--- src/rtl/lsu_ram_adapter.sv ---
// rtl/lsu_ram_adapter.sv - load/store front-end for the byte-write data RAM
// One request in flight; registered response with backpressure.
module lsu_ram_adapter #(
  parameter int ADDR_WIDTH = 14
) (
  input  logic                  clk,
  input  logic                  rstn,
  input  logic                  req_valid,
  output logic                  req_ready,
  input  logic                  req_we,
  input  logic [ADDR_WIDTH-1:0] req_addr,
  input  logic [1:0]            req_size,
  input  logic                  req_unsigned,
  input  logic [31:0]           req_wdata,
  output logic                  rsp_valid,
  input  logic                  rsp_ready,
  output logic [31:0]           rsp_rdata,
  output logic                  rsp_err,
  output logic [3:0]            ram_we,
  output logic [ADDR_WIDTH-1:0] ram_addr,
  output logic [31:0]           ram_di,
  input  logic [31:0]           ram_dout
);

  localparam logic [1:0] S_IDLE  = 2'd0;
  localparam logic [1:0] S_LDATA = 2'd1;
  localparam logic [1:0] S_RSP   = 2'd2;

  logic [1:0]  r_state;
  logic [1:0]  r_lane;
  logic [1:0]  r_size;
  logic        r_unsigned;
  logic [31:0] r_rdata;
  logic        r_err;

  logic        w_accept;
  logic        w_bad;
  logic [3:0]  w_we;
  logic [7:0]  w_byte;
  logic [15:0] w_half;
  logic [31:0] w_ext;

  // rstn gating keeps the RAM write-disabled while reset is held
  assign req_ready = (r_state == S_IDLE) && rstn;
  assign w_accept  = req_valid && req_ready;
  assign ram_addr  = req_addr;
  assign ram_we    = (w_accept && req_we && !w_bad) ? w_we : 4'b0000;
  assign rsp_valid = (r_state == S_RSP);
  assign rsp_rdata = r_rdata;
  assign rsp_err   = r_err;

  always_comb begin
    w_bad = 1'b0;
    case (req_size)
      2'b00:   w_bad = 1'b0;
      2'b01:   w_bad = req_addr[0];
      2'b10:   w_bad = |req_addr[1:0];
      default: w_bad = 1'b1;
    endcase
  end

  always_comb begin
    w_we   = 4'b0000;
    ram_di = req_wdata;
    case (req_size)
      2'b00: begin
        w_we   = 4'b0001 << req_addr[1:0];
        ram_di = {4{req_wdata[7:0]}};
      end
      2'b01: begin
        w_we   = 4'b0011 << {req_addr[1], 1'b0};
        ram_di = {2{req_wdata[15:0]}};
      end
      2'b10:   w_we = 4'b1111;
      default: w_we = 4'b0000;
    endcase
  end

  // Lane select and extension of the RAM word returned during LDATA
  always_comb begin
    case (r_lane)
      2'd0:    w_byte = ram_dout[7:0];
      2'd1:    w_byte = ram_dout[15:8];
      2'd2:    w_byte = ram_dout[23:16];
      default: w_byte = ram_dout[31:24];
    endcase
    w_half = r_lane[1] ? ram_dout[31:16] : ram_dout[15:0];
    case (r_size)
      2'b00:   w_ext = {{24{w_byte[7] & ~r_unsigned}}, w_byte};
      2'b01:   w_ext = {{16{w_half[15] & ~r_unsigned}}, w_half};
      default: w_ext = ram_dout;
    endcase
  end

  always_ff @(posedge clk or negedge rstn) begin
    if (!rstn) begin
      r_state    <= S_IDLE;
      r_lane     <= 2'd0;
      r_size     <= 2'd0;
      r_unsigned <= 1'b0;
      r_rdata    <= 32'd0;
      r_err      <= 1'b0;
    end else begin
      case (r_state)
        S_IDLE: begin
          if (w_accept) begin
            r_lane     <= req_addr[1:0];
            r_size     <= req_size;
            r_unsigned <= req_unsigned;
            r_rdata    <= 32'd0;
            r_err      <= w_bad;
            r_state    <= (!w_bad && !req_we) ? S_LDATA : S_RSP;
          end
        end
        S_LDATA: begin
          r_rdata <= w_ext;
          r_state <= S_RSP;
        end
        S_RSP: begin
          if (rsp_ready) r_state <= S_IDLE;
        end
        default: r_state <= S_IDLE;
      endcase
    end
  end

endmodule
--- config.mk ---
export PLATFORM = sky130hd
export DESIGN_NAME = lsu_ram_adapter
export DESIGN_NICKNAME = d
export VERILOG_FILES = /design/src/rtl/lsu_ram_adapter.sv
export SDC_FILE = /design/constraint.sdc
export NUM_CORES = 1
export LEC_CHECK = 0
export CAP_MARGIN = 20
export CORE_MARGIN = 4
export CORE_UTILIZATION = 38
export DETAILED_ROUTE_END_ITERATION = 6
export HOLD_SLACK_MARGIN = 0.03
export PLACE_DENSITY_LB_ADDON = 0.25
export SLEW_MARGIN = 10
export SYNTH_ARGS = -nofsm -noshare
export SYNTH_HDL_FRONTEND = slang
export SYNTH_SLANG_ARGS = --single-unit
--- constraint.sdc ---
create_clock -name clk -period 3.1 [get_ports clk]
set_input_delay 0.775 -clock clk [delete_from_list [all_inputs] [get_ports clk]]
set_output_delay 0.775 -clock clk [all_outputs]
set_load 0.01 [all_outputs]
# Yosys cells after proc, flatten, opt, wreduce, memory -nomap -nowiden

Cells that the tools add are included.

Flip-flop bits (word level): 40
Input port bits: 86
Output and inout port bits: 85
Word-level logic and storage cells: 49

Equality and inequality tests: 9
Shift operators: 2
Multiplexer cells: 13
Bitwise gates (word level): 3
Reductions and logical operators: 16

Operator list:

| cell                                                  | count |
|---|---|
| one-hot mux 32 bit (2 select lines)                   | 3 |
| 2-to-1 mux 32 bit                                     | 1 |
| one-hot mux 8 bit (3 select lines)                    | 1 |
| 2-to-1 mux 16 bit                                     | 1 |
| one-hot mux 4 bit (3 select lines)                    | 1 |
| equality test 2 x 1 -> 1 bit, second input constant   | 4 |
| zero test 2 bit                                       | 4 |
| equality test 2 bit, second input constant            | 3 |
| 2-to-1 mux 2 bit                                      | 3 |
| one-hot mux 2 bit (3 select lines)                    | 1 |
| AND reduction 2 bit                                   | 3 |
| logical AND 1 bit                                     | 5 |
| 2-to-1 mux 4 bit                                      | 1 |
| left shift 1 x 2 -> 4 bit, first input constant       | 1 |
| left shift 2 x 2 -> 4 bit, first input constant       | 1 |
| one-hot mux 1 bit (3 select lines)                    | 1 |
| AND 1 bit                                             | 2 |
| zero test 1 bit                                       | 2 |
| inequality test 2 x 1 -> 1 bit, second input constant | 1 |
| inequality test 2 bit, second input constant          | 1 |
| nonzero test 2 bit                                    | 1 |
| OR reduction 2 bit                                    | 1 |
| inverter 1 bit                                        | 1 |

# Depth between registers and ports, before layout

Depth in word-level cells: 7
Depth in mapped cells: 6
Mapped depth without buffers: 4

# Worst setup path after synthesis

Ideal clock, no wire load.

Kind: input to output
From: input port req_size[1]
To: output port ram_we[0]
Arrival time: 1817 ps
Required time: 2325 ps
Setup slack: 508 ps
Stages: 3
Buffers on the path: 2
Cells stage by stage: clkbuf_1 -> clkbuf_1 -> a2111oi_0

Longest elaborated chain between the ends: 5
Elaborated cells on any way between the ends: 8
Those cells by class: eq/ne: 2; mux: 3; reduce/logical: 3

Ends and longest elaborated chain:

| what                                        | line   | RTL |
|---|---|---|
| from (decl)                                 | 12     | `input logic [1:0] req_size,` |
| equality test 2 bit (tied with other cells) | 54, 65 |  |
| one-hot mux 1 bit (3 select lines)          | 54     | `case (req_size)` |
| zero test 1 bit                             | 47     | `assign ram_we = (w_accept && req_we && !w_bad) ? w_we : 4'b0000;` |
| logical AND 1 bit                           | 47     |  |
| 2-to-1 mux 4 bit *                          | 47     |  |
| to (decl)                                   | 19     | `output logic [3:0] ram_we,` |

Mark *: on every way between the ends. The rest lies on a longest branch, timed or not.

# Worst setup path after layout

From: input port req_valid
To: output port ram_we[2]

Longest elaborated chain between the ends: 4

Ends and longest elaborated chain:

| what                           | line | RTL |
|---|---|---|
| from (decl)                    | 8    | `input logic req_valid,` |
| logical AND 1 bit              | 45   | `assign w_accept = req_valid && req_ready;` |
| logical AND 1 bit (2 in a row) | 47   |  |
| 2-to-1 mux 4 bit               | 47   |  |

No other way between the ends.

==> impl_summary.txt <==
----------------------------------------------------
[Drt]
  DRC viols ... 0
  Total via count in the routed design ... approximately 2600
  Routed WL per cell ... 17.52 µm
  First-pass iteration count of the detailed router ... 4
  Number of vias per cell ... roughly 5.5
  Number of DRC markers in iteration 0 ... 140
  Final Routed Wirelength ... about 8400 µm
  Detail Route Antenna Nets ... 0

[Layout]
  Final nets ... 491
  Layout-stage area growth over the synthesis result ... 59.35%
  Multi-input logic area ... ~0.0013 mm²
  Sequential Area ... 0.001001 mm²
  Fill cell instance count of the final layout ... 537
  Number of diodes ... 0
  Post-layout instance count excluding filler cells ... ~480
  Fraction of layout cells with a size suffix above 1 ... between 15 and 20%

[CTS]
  Number of clock sinks ... 40
  CTS tree ... done
  Worst-skew pair later-pin latency ... between 0.2 and 0.3 ns
  Cell at the root of the clock tree ... sky130_fd_sc_hd__clkbuf_8
  Number of clock buffers inserted by TritonCTS ... 5
  Count of hold-fix buffers inserted at cts ... 0
  Clock slew at the register clock pins of the worst setup and hold paths ... 0.07 ns
  H-tree depth ... 2
  Max Root-Sink Buffers ... 2

[Logic synthesis]
  Count of distinct cell types in the synthesized netlist ... 38
  XOR/XNOR Fraction of Synth Area ... 0.3364%
  Adder-cell share of the synthesized area ... 0%
  Synthesis warning total ... 0
  Top cells by area, synth ... sky130_fd_sc_hd__dfrtp_1 (38%), sky130_fd_sc_hd__mux2_2 (12%), sky130_fd_sc_hd__buf_4 (6.3%)
  Share of synthesized cell area in and, or, nand and nor gates ... between 10% and 20%
  Largest area contributor in the synthesized netlist ... sky130_fd_sc_hd__dfrtp_1
  Register bit total from synthesis ... 40
  Syn Inst Count ... between 200 and 300
  Dominant combinational cell family by area after synthesis ... compound AO/OA/AOI/OAI gates
  Post-synthesis area per instance ... around 9.5 µm²
  Async SR Flop Fraction ... 100.0%
  Share of the synthesized area in the top cell type ... between 30% and 40%
  Mux contribution to synthesized area ... 15.71%
  Number of flops mapped to enable cells by yosys ... 0
  Fraction of the mapped netlist area in compound gates ... roughly a quarter
  Sequential-to-total area share from yosys stat ... between 30% and 40%
  Synthesized Nets ... 360
  Most frequent cells after synthesis ... sky130_fd_sc_hd__dfrtp_1 (40), sky130_fd_sc_hd__nand2_1 (32), sky130_fd_sc_hd__mux2_2 (27), sky130_fd_sc_hd__o21ai_0 (24), sky130_fd_sc_hd__buf_4 (22)
  Synth Flop Type ... sky130_fd_sc_hd__dfrtp_1
  Most repeated cell in the gate-level netlist after synthesis ... sky130_fd_sc_hd__dfrtp_1
  Post-synthesis cell area ... roughly 0.0026 mm²

[Critical path]
  Crit path from ... req_valid
  Termination of the worst setup path ... ram_we[2]
  Destination of the worst register-to-register timing path ... rsp_rdata[11]$_DFFE_PN0P_
  Worst reg-to-reg setup slack ... between 1 and 1.5 ns
  Worst r2r src ... r_lane[1]$_DFFE_PN0P_
  WP data arrival ... 2.16 ns
  Classification of the worst setup path ... primary input to output pin
  Kind of capture point of the worst setup path ... output pin
  Critical Path Start Type ... primary input
  Maximum fanout encountered on the critical timing path ... 4
  Depth of the most critical reg-to-reg path ... 4
  Data required time of the critical path ... about 2.3 ns

[Worst hold path]
  Hold Crit Depth ... 1
  Min-Delay Path Class ... flip-flop to flip-flop

[Global route]
  GRT Util Overall ... 20.34%
  Vias in the first global route ... 2735
  Number of antenna violations at the first check in global routing ... 0
  Largest net degree at the start of global routing ... 33
  Remaining global-route overflow ... 0
  First-pass GRT wire length ... between 10000 and 15000 µm

[Placement]
  Pre-CTS setup slack ... -0.2566 ns
  Cells after DPL ... between 400 and 500
  HPWL reported at the end of detailed placement ... approximately 6500 µm
  Gp weighted congestion ... ~0.84
  PortBufs ... about 150

[STA]
  Total of endpoints with negative setup slack in the final report ... 0
  Period utilization ... between 90% and 100%
  Setup Skew ... between 0.006 and 0.007 ns
  Post-route worst hold slack ... between 0.4 and 0.5 ns
  Slew at the pin with the worst max-slew slack ... around 0.69 ns
  Fin. Hold Viols ... 0
  Fin crit period ... 2.933 ns
  Final worst-path setup slack ... between 0.15 and 0.2 ns
  Highest attainable clock frequency ... 340.9 MHz
  Setup TNS ... 0 ns
  Headroom to the max-slew limit ... 54.22%
  Pins over their slew limit ... 0
  Unrepaired setup endpoints after global routing ... false

[Floorplan]
  Initial standard-cell utilization of the core ... between 40 and 50%
  Die area ... roughly 0.0082 mm²
  Std-Cell Core Area ... 0.006495 mm²
  Ports placed on the boundary ... between 150 and 200
  Row Count ... 29
  Die height ... 90.78 µm
  Die width ... about 91 µm

[Pwr]
  Power per cell area ... ~540 mW/mm²
  Power Total ... between 0.002 and 0.0025 W
  Leakage ... ~1.8 nW
  Maximum vdd drop ... roughly 270 µV

[Flow run]
  Maximum capacitance violations ... 0

[Outcome]
  Outcome ... finished, final reports clean

----------------------------------------------------
## how the worst min path moves through the flow
stage	slack, ns	start	end
global placement	0.47	rsp_rdata[9]$_DFFE_PN0P_	rsp_rdata[9]$_DFFE_PN0P_
finish	0.48	rsp_rdata[14]$_DFFE_PN0P_	rsp_rdata[14]$_DFFE_PN0P_
CTS	0.48	rsp_rdata[14]$_DFFE_PN0P_	rsp_rdata[14]$_DFFE_PN0P_
floorplan	0.48	rstn	r_lane[0]$_DFFE_PN0P_
detailed placement	0.47	rsp_rdata[14]$_DFFE_PN0P_	rsp_rdata[14]$_DFFE_PN0P_
global route	0.50	rsp_rdata[14]$_DFFE_PN0P_	rsp_rdata[14]$_DFFE_PN0P_
## cell usage in the layout (no fill, tap or decap), types with 2 or more instances in the layout
cell type	count
sky130_fd_sc_hd__dlygate4sd2_1	10
sky130_fd_sc_hd__o221ai_1	7
sky130_fd_sc_hd__and2_1	3
sky130_fd_sc_hd__nor3b_1	2
sky130_fd_sc_hd__a21o_1	7
sky130_fd_sc_hd__clkdlybuf4s50_1	133
sky130_fd_sc_hd__buf_4	19
sky130_fd_sc_hd__dfrtp_1	40
sky130_fd_sc_hd__mux2i_1	9
sky130_fd_sc_hd__a32o_1	2
sky130_fd_sc_hd__clkbuf_8	5
sky130_fd_sc_hd__nand2_1	32
sky130_fd_sc_hd__mux2_2	27
sky130_fd_sc_hd__o22ai_1	2
sky130_fd_sc_hd__nor3_1	5
sky130_fd_sc_hd__a21oi_1	13
sky130_fd_sc_hd__clkbuf_2	2
sky130_fd_sc_hd__nand2b_1	4
sky130_fd_sc_hd__nor2b_1	3
sky130_fd_sc_hd__o21ai_1	5
sky130_fd_sc_hd__o21ai_0	24
sky130_fd_sc_hd__nor2_1	13
sky130_fd_sc_hd__a221o_1	16
sky130_fd_sc_hd__inv_1	3
## through the flow
step | util [%] | cell area [µm²]
6_report | 63.88 | 4149
5_1_grt | 63.88 | 4149
4_1_cts | 63.90 | 4150
3_5_place_dp | 62.09 | 4033
3_3_place_gp | 62.09 | 4033
2_1_floorplan | - | 2604
## state kept, by name (all words and copies together) (netlist names)
| register | cells |
|---|---|
| rsp_err | 1 |
| r_state | 2 |
| r_size | 2 |
| rsp_rdata | 32 |
| r_unsigned | 1 |
| r_lane | 2 |
## critical path, stage by stage
cell                              delay, ns
sky130_fd_sc_hd__clkdlybuf4s50_1       0.47
sky130_fd_sc_hd__nand2_1               0.07
sky130_fd_sc_hd__nor3_1                0.19
sky130_fd_sc_hd__nand2_1               0.16
sky130_fd_sc_hd__nor3_1                0.20
sky130_fd_sc_hd__dlygate4sd2_1         0.30
## report_power, final
part / switching [W] / internal [W] / total, W / leakage [nW]
combinational: 0.000487 / 0.000581 / 0.00107 / 1.20
sequential: 0.000181 / 0.000657 / 0.000838 / 0.539
clock: 0.000172 / 0.000153 / 0.000325 / 0.0410
total: 0.000841 / 0.00139 / 0.00223 / 1.78
## per-layer routing
layer / vias to the layer above / wire length [µm] / track usage [%]
met3: 12 / 815 / 6.750
met1: 1244 / 3335 / 24.66
met5: - / 0 / 0
met4: 0 / 106 / 5.402
li1: 1250 / - / -
met2: 132 / 4188 / 34.59
## cell type report
cell class | count | share of cell area [%]
timing repair buffer | 167 | 39.14
multi-input combinational | 188 | 32.27
sequential | 40 | 24.13
tap | 77 | 2.322
clock buffer | 6 | 1.749
inverter | 3 | 0.2714
clock inverter | 1 | 0.1206
## timing repair
item,in CTS,in global routing
gates cloned,1,0
endpoints found under the setup margin,27,1
buffers inserted,2,0
gates resized for setup,14,6
pin swaps,0,1
## kinds of logic after synthesis
kind of cell / Yosys count
AO/OA/AOI/OAI: 85
AND/OR/NAND/NOR: 65
buffers and inverters: 46
flip-flops: 40
multiplexers: 37
XOR/XNOR: 1
No activity file was read; power rests on OpenSTA's default activity.
